`config.mk`:
```
export PLATFORM = sky130hd
export DESIGN_NAME = roi_buffer_sequencer
export DESIGN_NICKNAME = d
export VERILOG_FILES = /design/src/rtl/roi_buffer_sequencer.sv
export SDC_FILE = /design/constraint.sdc
export NUM_CORES = 1
export LEC_CHECK = 0
export CAP_MARGIN = 20
export CORE_MARGIN = 3
export CORE_UTILIZATION = 55
export DETAILED_ROUTE_END_ITERATION = 10
export PLACE_DENSITY = 0.76
export SLEW_MARGIN = 40
export SYNTH_ARGS = -nofsm -noshare
export SYNTH_HDL_FRONTEND = slang
export SYNTH_SLANG_ARGS = --single-unit
```
`constraint.sdc`:
```
create_clock -name clk -period 14.1 [get_ports clk]
set_input_delay 4.23 -clock clk [delete_from_list [all_inputs] [get_ports clk]]
set_output_delay 4.23 -clock clk [all_outputs]
set_load 0.05 [all_outputs]
```
`src/rtl/roi_buffer_sequencer.sv`:
```
// Ping-pong bank / address sequencer for the KLT previous-frame ROI buffer.
// Optional macro DISP_CLAMP_EN: saturate displacement instead of invalidating the frame.
module roi_buffer_sequencer #(
  parameter int NEIGH_SIZE   = 10,
  parameter int BORDER_WIDTH = 2,
  parameter int READ_LATENCY = 2
) (
  input  logic        clk,
  input  logic        rst_n,
  input  logic        frame_start,
  input  logic [11:0] point_x0,
  input  logic [10:0] point_y0,
  input  logic        in_extended_roi,
  input  logic        in_roi,
  input  logic        err_clr,
  output logic        wr_en,
  output logic [10:0] wr_addr,
  output logic        rd_en,
  output logic [10:0] rd_addr,
  output logic        prev_pixel_valid,
  output logic        prev_frame_ok,
  output logic [2:0]  err_status
);

  localparam int ROI_W   = 2*NEIGH_SIZE + 1;
  localparam int EXT_W   = ROI_W + 2*BORDER_WIDTH;
  localparam int ROI_PIX = ROI_W*ROI_W;
  localparam int EXT_PIX = EXT_W*EXT_W;

  localparam logic [9:0]         EXT_PIX_C = 10'(EXT_PIX);
  localparam logic [8:0]         ROI_PIX_C = 9'(ROI_PIX);
  localparam logic [4:0]         ROI_LAST  = 5'(ROI_W - 1);
  localparam logic [9:0]         ROW_SKIP  = 10'(EXT_W - ROI_W + 1);
  localparam logic [15:0]        BW16      = 16'(BORDER_WIDTH);
  localparam logic [15:0]        EXTW16    = 16'(EXT_W);
  localparam logic signed [11:0] BWX       = 12'(BORDER_WIDTH);
  localparam logic signed [10:0] BWY       = 11'(BORDER_WIDTH);

  typedef enum logic {NO_PREV, TRACKING} state_t;

  state_t      r_state, w_state_nxt;
  logic [9:0]  r_wcnt, r_raddr;
  logic [8:0]  r_rcnt;
  logic [4:0]  r_rcol;
  logic        r_wr_bank;
  logic [11:0] r_cur_x0;
  logic [10:0] r_cur_y0;
  logic [2:0]  r_err;
  logic [READ_LATENCY:1] r_vld_pipe;
  logic [READ_LATENCY:0] w_vld_pipe;

  logic              w_wfull, w_rfull, w_disp_ok;
  logic signed [11:0] w_dx, w_dxc;
  logic signed [10:0] w_dy, w_dyc;
  logic [15:0]        w_base;
  logic [2:0]         w_err_set;

  assign w_wfull = (r_wcnt == EXT_PIX_C);
  assign w_rfull = (r_rcnt == ROI_PIX_C);
  assign w_dx    = $signed(point_x0 - r_cur_x0);
  assign w_dy    = $signed(point_y0 - r_cur_y0);

  always_comb begin
    w_dxc     = w_dx;
    w_dyc     = w_dy;
    w_disp_ok = 1'b1;
`ifdef DISP_CLAMP_EN
    if (w_dx > BWX)       w_dxc = BWX;
    else if (w_dx < -BWX) w_dxc = -BWX;
    if (w_dy > BWY)       w_dyc = BWY;
    else if (w_dy < -BWY) w_dyc = -BWY;
`else
    w_disp_ok = (w_dx >= -BWX) && (w_dx <= BWX) && (w_dy >= -BWY) && (w_dy <= BWY);
`endif
  end

  // Modular 16-bit math; only the low 10 bits land in raddr.
  assign w_base = (BW16 + {{5{w_dyc[10]}}, w_dyc}) * EXTW16 + BW16 + {{4{w_dxc[11]}}, w_dxc};

  assign prev_frame_ok = (r_state == TRACKING);
  assign wr_en   = in_extended_roi & ~frame_start & ~w_wfull;
  assign rd_en   = in_roi & prev_frame_ok & ~w_rfull;
  assign wr_addr = {r_wr_bank, r_wcnt};
  assign rd_addr = {~r_wr_bank, r_raddr};
  assign err_status = r_err;

  assign w_err_set[0] = in_extended_roi & w_wfull;
  assign w_err_set[1] = in_roi & prev_frame_ok & w_rfull;
  assign w_err_set[2] = frame_start & (~w_wfull | in_extended_roi);

  always_comb begin
    w_state_nxt = r_state;
    if (frame_start)
      w_state_nxt = (w_wfull && w_disp_ok) ? TRACKING : NO_PREV;
  end

  always_ff @(posedge clk or negedge rst_n) begin
    if (!rst_n) r_state <= NO_PREV;
    else        r_state <= w_state_nxt;
  end

  always_ff @(posedge clk or negedge rst_n) begin
    if (!rst_n) begin
      r_wcnt    <= '0;
      r_raddr   <= '0;
      r_rcnt    <= '0;
      r_rcol    <= '0;
      r_wr_bank <= 1'b0;
      r_cur_x0  <= '0;
      r_cur_y0  <= '0;
    end else if (frame_start) begin
      if (w_wfull) r_wr_bank <= ~r_wr_bank;
      r_raddr  <= w_base[9:0];
      r_cur_x0 <= point_x0;
      r_cur_y0 <= point_y0;
      r_wcnt   <= '0;
      r_rcnt   <= '0;
      r_rcol   <= '0;
    end else begin
      if (wr_en) r_wcnt <= r_wcnt + 10'd1;
      if (rd_en) begin
        r_rcnt <= r_rcnt + 9'd1;
        // Row wrap jumps over the border columns of the extended ROI.
        if (r_rcol == ROI_LAST) begin
          r_rcol  <= '0;
          r_raddr <= r_raddr + ROW_SKIP;
        end else begin
          r_rcol  <= r_rcol + 5'd1;
          r_raddr <= r_raddr + 10'd1;
        end
      end
    end
  end

  always_ff @(posedge clk or negedge rst_n) begin
    if (!rst_n) r_err <= '0;
    else        r_err <= (err_clr ? 3'b000 : r_err) | w_err_set;
  end

  assign w_vld_pipe[0] = rd_en;
  assign w_vld_pipe[READ_LATENCY:1] = r_vld_pipe;
  assign prev_pixel_valid = r_vld_pipe[READ_LATENCY];

  always_ff @(posedge clk or negedge rst_n) begin
    if (!rst_n) r_vld_pipe <= '0;
    else        r_vld_pipe <= w_vld_pipe[READ_LATENCY-1:0];
  end

endmodule

```
# Word level (Yosys, flattened, before mapping)
# Index checks and enable logic that the tools add are counted.
classes:
  n_reduce_logical: 7
  eq_ne: 3
  order_cmp: 4
  n_addsub: 10
  n_mul: 1
  n_mux: 12
  n_bitwise: 13
ops:
  columns: ["op", "n"]
  rows:
  - ["2-to-1 mux 10 bit", 5]
  - ["adder 10 x 1 -> 10 bit (second input constant)", 2]
  - ["2-to-1 mux 9 bit", 2]
  - ["2-to-1 mux 5 bit", 3]
  - ["adder 3 x 11 -> 12 bit (first input constant)", 1]
  - ["greater-or-equal comparator 12 x 2 -> 1 bit (second input constant)", 1]
  - ["<= comparator 12 x 3 -> 1 bit (second input constant)", 1]
  - ["multiplier 12 x 6 -> 10 bit (second input constant)", 1]
  - ["subtractor 12 bit", 1]
  - ["greater-or-equal comparator 11 x 2 -> 1 bit (second input constant)", 1]
  - ["<= comparator 11 x 3 -> 1 bit (second input constant)", 1]
  - ["subtractor 11 bit", 1]
  - ["adder 10 bit", 1]
  - ["adder 10 x 2 -> 10 bit (second input constant)", 1]
  - ["adder 10 x 3 -> 10 bit (second input constant)", 1]
  - ["equality test 10 bit (second input constant)", 1]
  - ["adder 9 x 1 -> 9 bit (second input constant)", 1]
  - ["equality test 9 bit (second input constant)", 1]
  - ["AND 1 bit", 7]
  - ["adder 5 x 1 -> 5 bit (second input constant)", 1]
  - ["equality test 5 bit (second input constant)", 1]
  - ["logical AND 1 bit", 4]
  - ["NOT 1 bit", 4]
  - ["nonzero test 2 bit", 2]
  - ["5 further kinds", 5]
word_totals:
  input_bits: 29
  regBits: 64
  out_inout_bits: 29
  word_cells: 60

# Longest topological paths before layout
logic_depth:
  word_depth: 7
  mapped_depth: 25
  ltp_nobuf: 25

# Least setup slack after synthesis
# No wires, ideal clock.
synth_timing:
  kind: "input -> output"
  start: "input port in_roi"
  end: "output port rd_en"
  path_stages: 4
  n_path_buf: 2
  required_time_ps: 9870
  arrival_time_ps: 5479
  setup_slack_ps: 4391
  cell_sequence: "nand2_1 a31oi_1 clkbuf_1 buf_1"
synth_between:
  elab_chain_cells: 2
synth_rtl:
  columns: ["item", "line_no", "text"]
  rows:
  - ["from (decl)", "14", "input logic in_roi,"]
  - ["AND 1 bit (2 in series)", "82", "assign rd_en = in_roi & prev_frame_ok & ~w_rfull;"]
  - ["to (decl)", "18", "output logic rd_en,"]
# No other way between the ends.

# Worst setup path after layout
layout_timing:
  start: "input port in_extended_roi"
  end: "output port wr_en"
layout_between:
  elab_chain_cells: 2
layout_rtl:
  columns: ["item", "line_no", "text"]
  rows:
  - ["from (decl)", "13", "input logic in_extended_roi,"]
  - ["AND 1 bit (2 in series)", "81", "assign wr_en = in_extended_roi & ~frame_start & ~w_wfull;"]
  - ["to (decl)", "16", "output logic wr_en,"]
# No other way between the ends.

==> metrics.csv <==
metric;value;unit
status;finished clean;
# setup viols final;0;
Setup CP Type;in -> out;
Final Max Slew Viols;0;
I/O pin count;58;
top_reg_cell synth;dfrtp_1;
reg2reg path depth;23;
crit path time final;10.26;ns
HP Class;reg -> reg;
reg2reg start;r_cur_y0[0]$_DFFE_PN0P_;
Syn Nets;645;
Synth warnings;0;
PD cells;221;mW/mm2
Top delay family on crit path;buffers and inverters;
Core ar.;0.00876;mm2
syn_area_per_cell;9.13;um2
CP Cell Sequence;clkdlybuf4s50_1, and2_0, nor2b_1, clkdlybuf4s50_1;
final period utilization;72.8;%
Rel. slew slack;59.2;%
post-CTS setup buffer count;0;
first-pass GRT wire length;17600;um
die area;0.0103;mm2
vias in the first global route;3849;
layout cell share with drive strength beyond 1;6.24;%
site row count;34;
P&R area growth vs syn;16.6;%
worst skew pair latency;0.36;ns
final instance area;0.00582;mm2
R2R Path End;r_raddr[9]$_DFFE_PN0P_;
CP endpoint;wr_en;
most frequent CP cell;clkdlybuf4s50_1;
Critical Path RT;9.87;ns
IO Port Bufs;57;
Peak Freq;97.4;MHz
Yosys cell types;60;
root buffer cell;clkbuf_8;
DR vias/cell;5.48;
Residual DRC;0;
Max Root-Sink Buffers;2;
CP Launch Point;in_extended_roi;
CP endpoint kind;output pin;
via count;3926;
CP arrival;6.03;ns
CP peak stage delay;0.81;ns
die span in x;101;um
Synth async-reset ratio;100;%
Power Total;1.29;mW
CTS Sinks;64;
Layout Nets;702;
Final Util;66.4;%
gpl congestion;0.923;
DP Area;0.00564;mm2
Worst VDD drop;183;uV
pre-CTS setup slack;3.85;ns
EDFF count, synth;0;
FF+latch count, synth;64;
Hold Buf Count CTS;0;
CTS tree;done;
post-synthesis cell area;0.00499;mm2
unrepaired setup endpoints after global routing;no;
TritonCTS Buffers;9;
final wirelength;10200;um
leakage power;2.67;nW
clock skew;0.0151;ns
grt ovf;0;
Max FO, Critical Path;6;
ANT nets after route;0;
Slew @ Worst Pin;0.612;ns
WP buf/inv;2;
Initial Util;57.0;%
routed wire length per instance;14.3;um
Max Cap Viol;0;
# resized after CTS;0;
initial antenna violation count;0;
Clk pin slew, worst setup/hold paths;0.08;ns
Hold Vio Cnt, Final;0;
CP max-delay cell;clkdlybuf4s50_1;
total global-route track usage;21.4;%
most frequent cells in the layout;64 x inv_1, 64 x dfrtp_1, 57 x ha_1, 55 x clkdlybuf4s50_1, 51 x nand2_1;
setup tns final;0;ns
Iter 0 DRT Violations;133;
Setup crit start kind;input pin;
CP Depth;4;
Setup WS post-layout;3.84;ns
H-tree depth;3;
antenna cells;0;
DR pass1 iterations;4;
flop-to-flop setup slack;8.35;ns
DP Wirelength;7740;um
die height;101;um
largest net degree at the start of global routing;91;
post-synthesis cell count;547;
Seq/Total Area, Yosys;32.1;%
layout make-up:
cell class | count | area, um2
clock buffers | 9 | 124
clock inverters | 7 | 55.1
fillers | 723 | 2940
inverters | 65 | 244
multi-input cells | 404 | 3070
flip-flops and latches | 64 | 1600
well taps | 108 | 135
repair buffers | 60 | 591
worst register-to-register path, cell delays in order (launching register included):
cell     delay [ns]
dfrtp_1        0.37
ha_1           0.17
inv_1          0.05
fa_1           0.42
xor2_1         0.52
ha_1           0.33
xor2_1         0.30
ha_1           0.19
inv_1          0.05
fa_1           0.52
inv_1          0.04
ha_1           0.26
inv_1          0.05
fa_1           0.53
inv_1          0.04
ha_1           0.32
o21ai_0        0.09
nor2_1         0.09
o41ai_1        0.42
xnor2_1        0.19
xnor3_1        0.26
xnor2_1        0.17
xnor2_1        0.14
a21oi_1        0.08
synthesized netlist by cell type (3+ instances only):
master	number	share of area, %
a21o_1	7	1.1
and3_1	6	0.75
inv_1	64	4.8
o21ai_0	41	4.1
nor2b_1	4	0.50
nor3_1	4	0.40
nand3_1	8	0.80
clkbuf_1	9	0.68
o21a_1	5	0.75
ha_1	57	14
fa_1	12	4.8
o21bai_1	3	0.45
mux2i_1	5	1.0
a21oi_1	25	2.5
or3_1	5	0.63
dfrtp_1	64	32
a211oi_1	6	0.90
xor2_1	30	5.3
nand2_1	51	3.8
nor4_1	5	0.63
o22ai_1	3	0.38
nor2_1	46	3.5
mux2_2	4	0.90
xnor2_1	27	4.7
and2_1	3	0.38
nand4_1	11	1.4
through the flow:
| step | hold slack (ns) | cells |
|---|---|---|
| 6_report | 0.353 | 717 |
| 4_1_cts | 0.354 | 717 |
| 3_3_place_gp | 0.338 | 701 |
| 3_5_place_dp | 0.336 | 701 |
| 2_1_floorplan | 0.331 | 547 |
| 5_1_grt | 0.366 | 717 |
state kept, by name, indices dropped and copies added (netlist names):
name           count
r_rcnt             9
r_cur_y0          11
err_status         3
r_wr_bank          1
r_raddr           10
r_cur_x0          12
r_wcnt            10
r_rcol             5
r_vld_pipe         2
prev_frame_ok      1
cell families (layout without fill, tap and decap cells):
kind of cell	Yosys count	count (layout)	synth area share, %
xor gates and xnor gates	59	59	11.0
muxes	9	9	1.90
DFF	64	64	32.1
buffers and inverters	79	141	6.56
AOI/OAI and AO/OA	110	110	14.3
and+or+nand+nor	157	157	15.1
adders and majority gates	69	69	19.1
worst min path at each step:
stage	slack (ns)	to	startpoint	cells past startpoint
final	0.35	r_vld_pipe[2]$_DFF_PN0_	r_vld_pipe[1]$_DFF_PN0_	0
after global routing	0.37	r_vld_pipe[2]$_DFF_PN0_	r_vld_pipe[1]$_DFF_PN0_	0
after CTS	0.35	r_vld_pipe[2]$_DFF_PN0_	r_vld_pipe[1]$_DFF_PN0_	0
after detailed placement	0.34	r_vld_pipe[2]$_DFF_PN0_	r_vld_pipe[1]$_DFF_PN0_	0
after global placement	0.34	r_vld_pipe[2]$_DFF_PN0_	r_vld_pipe[1]$_DFF_PN0_	0
after floorplan	0.33	r_vld_pipe[2]$_DFF_PN0_	r_vld_pipe[1]$_DFF_PN0_	0
per-layer routing:
metal | global-route usage [%] | vias up | routed length (um)
li1 | - | 1980 | -
met1 | 26.7 | 1859 | 4520
met2 | 37.5 | 69 | 5220
met3 | 3.65 | 18 | 328
met4 | 6.85 | 0 | 168
met5 | 0 | - | 0
power breakdown:
group,total [mW],switching [mW],internal (mW)
logic,0.910,0.503,0.406
clock network,0.148,0.0827,0.0652
registers,0.228,0.0194,0.209
Note: power is estimated with default switching activity, not from simulation.
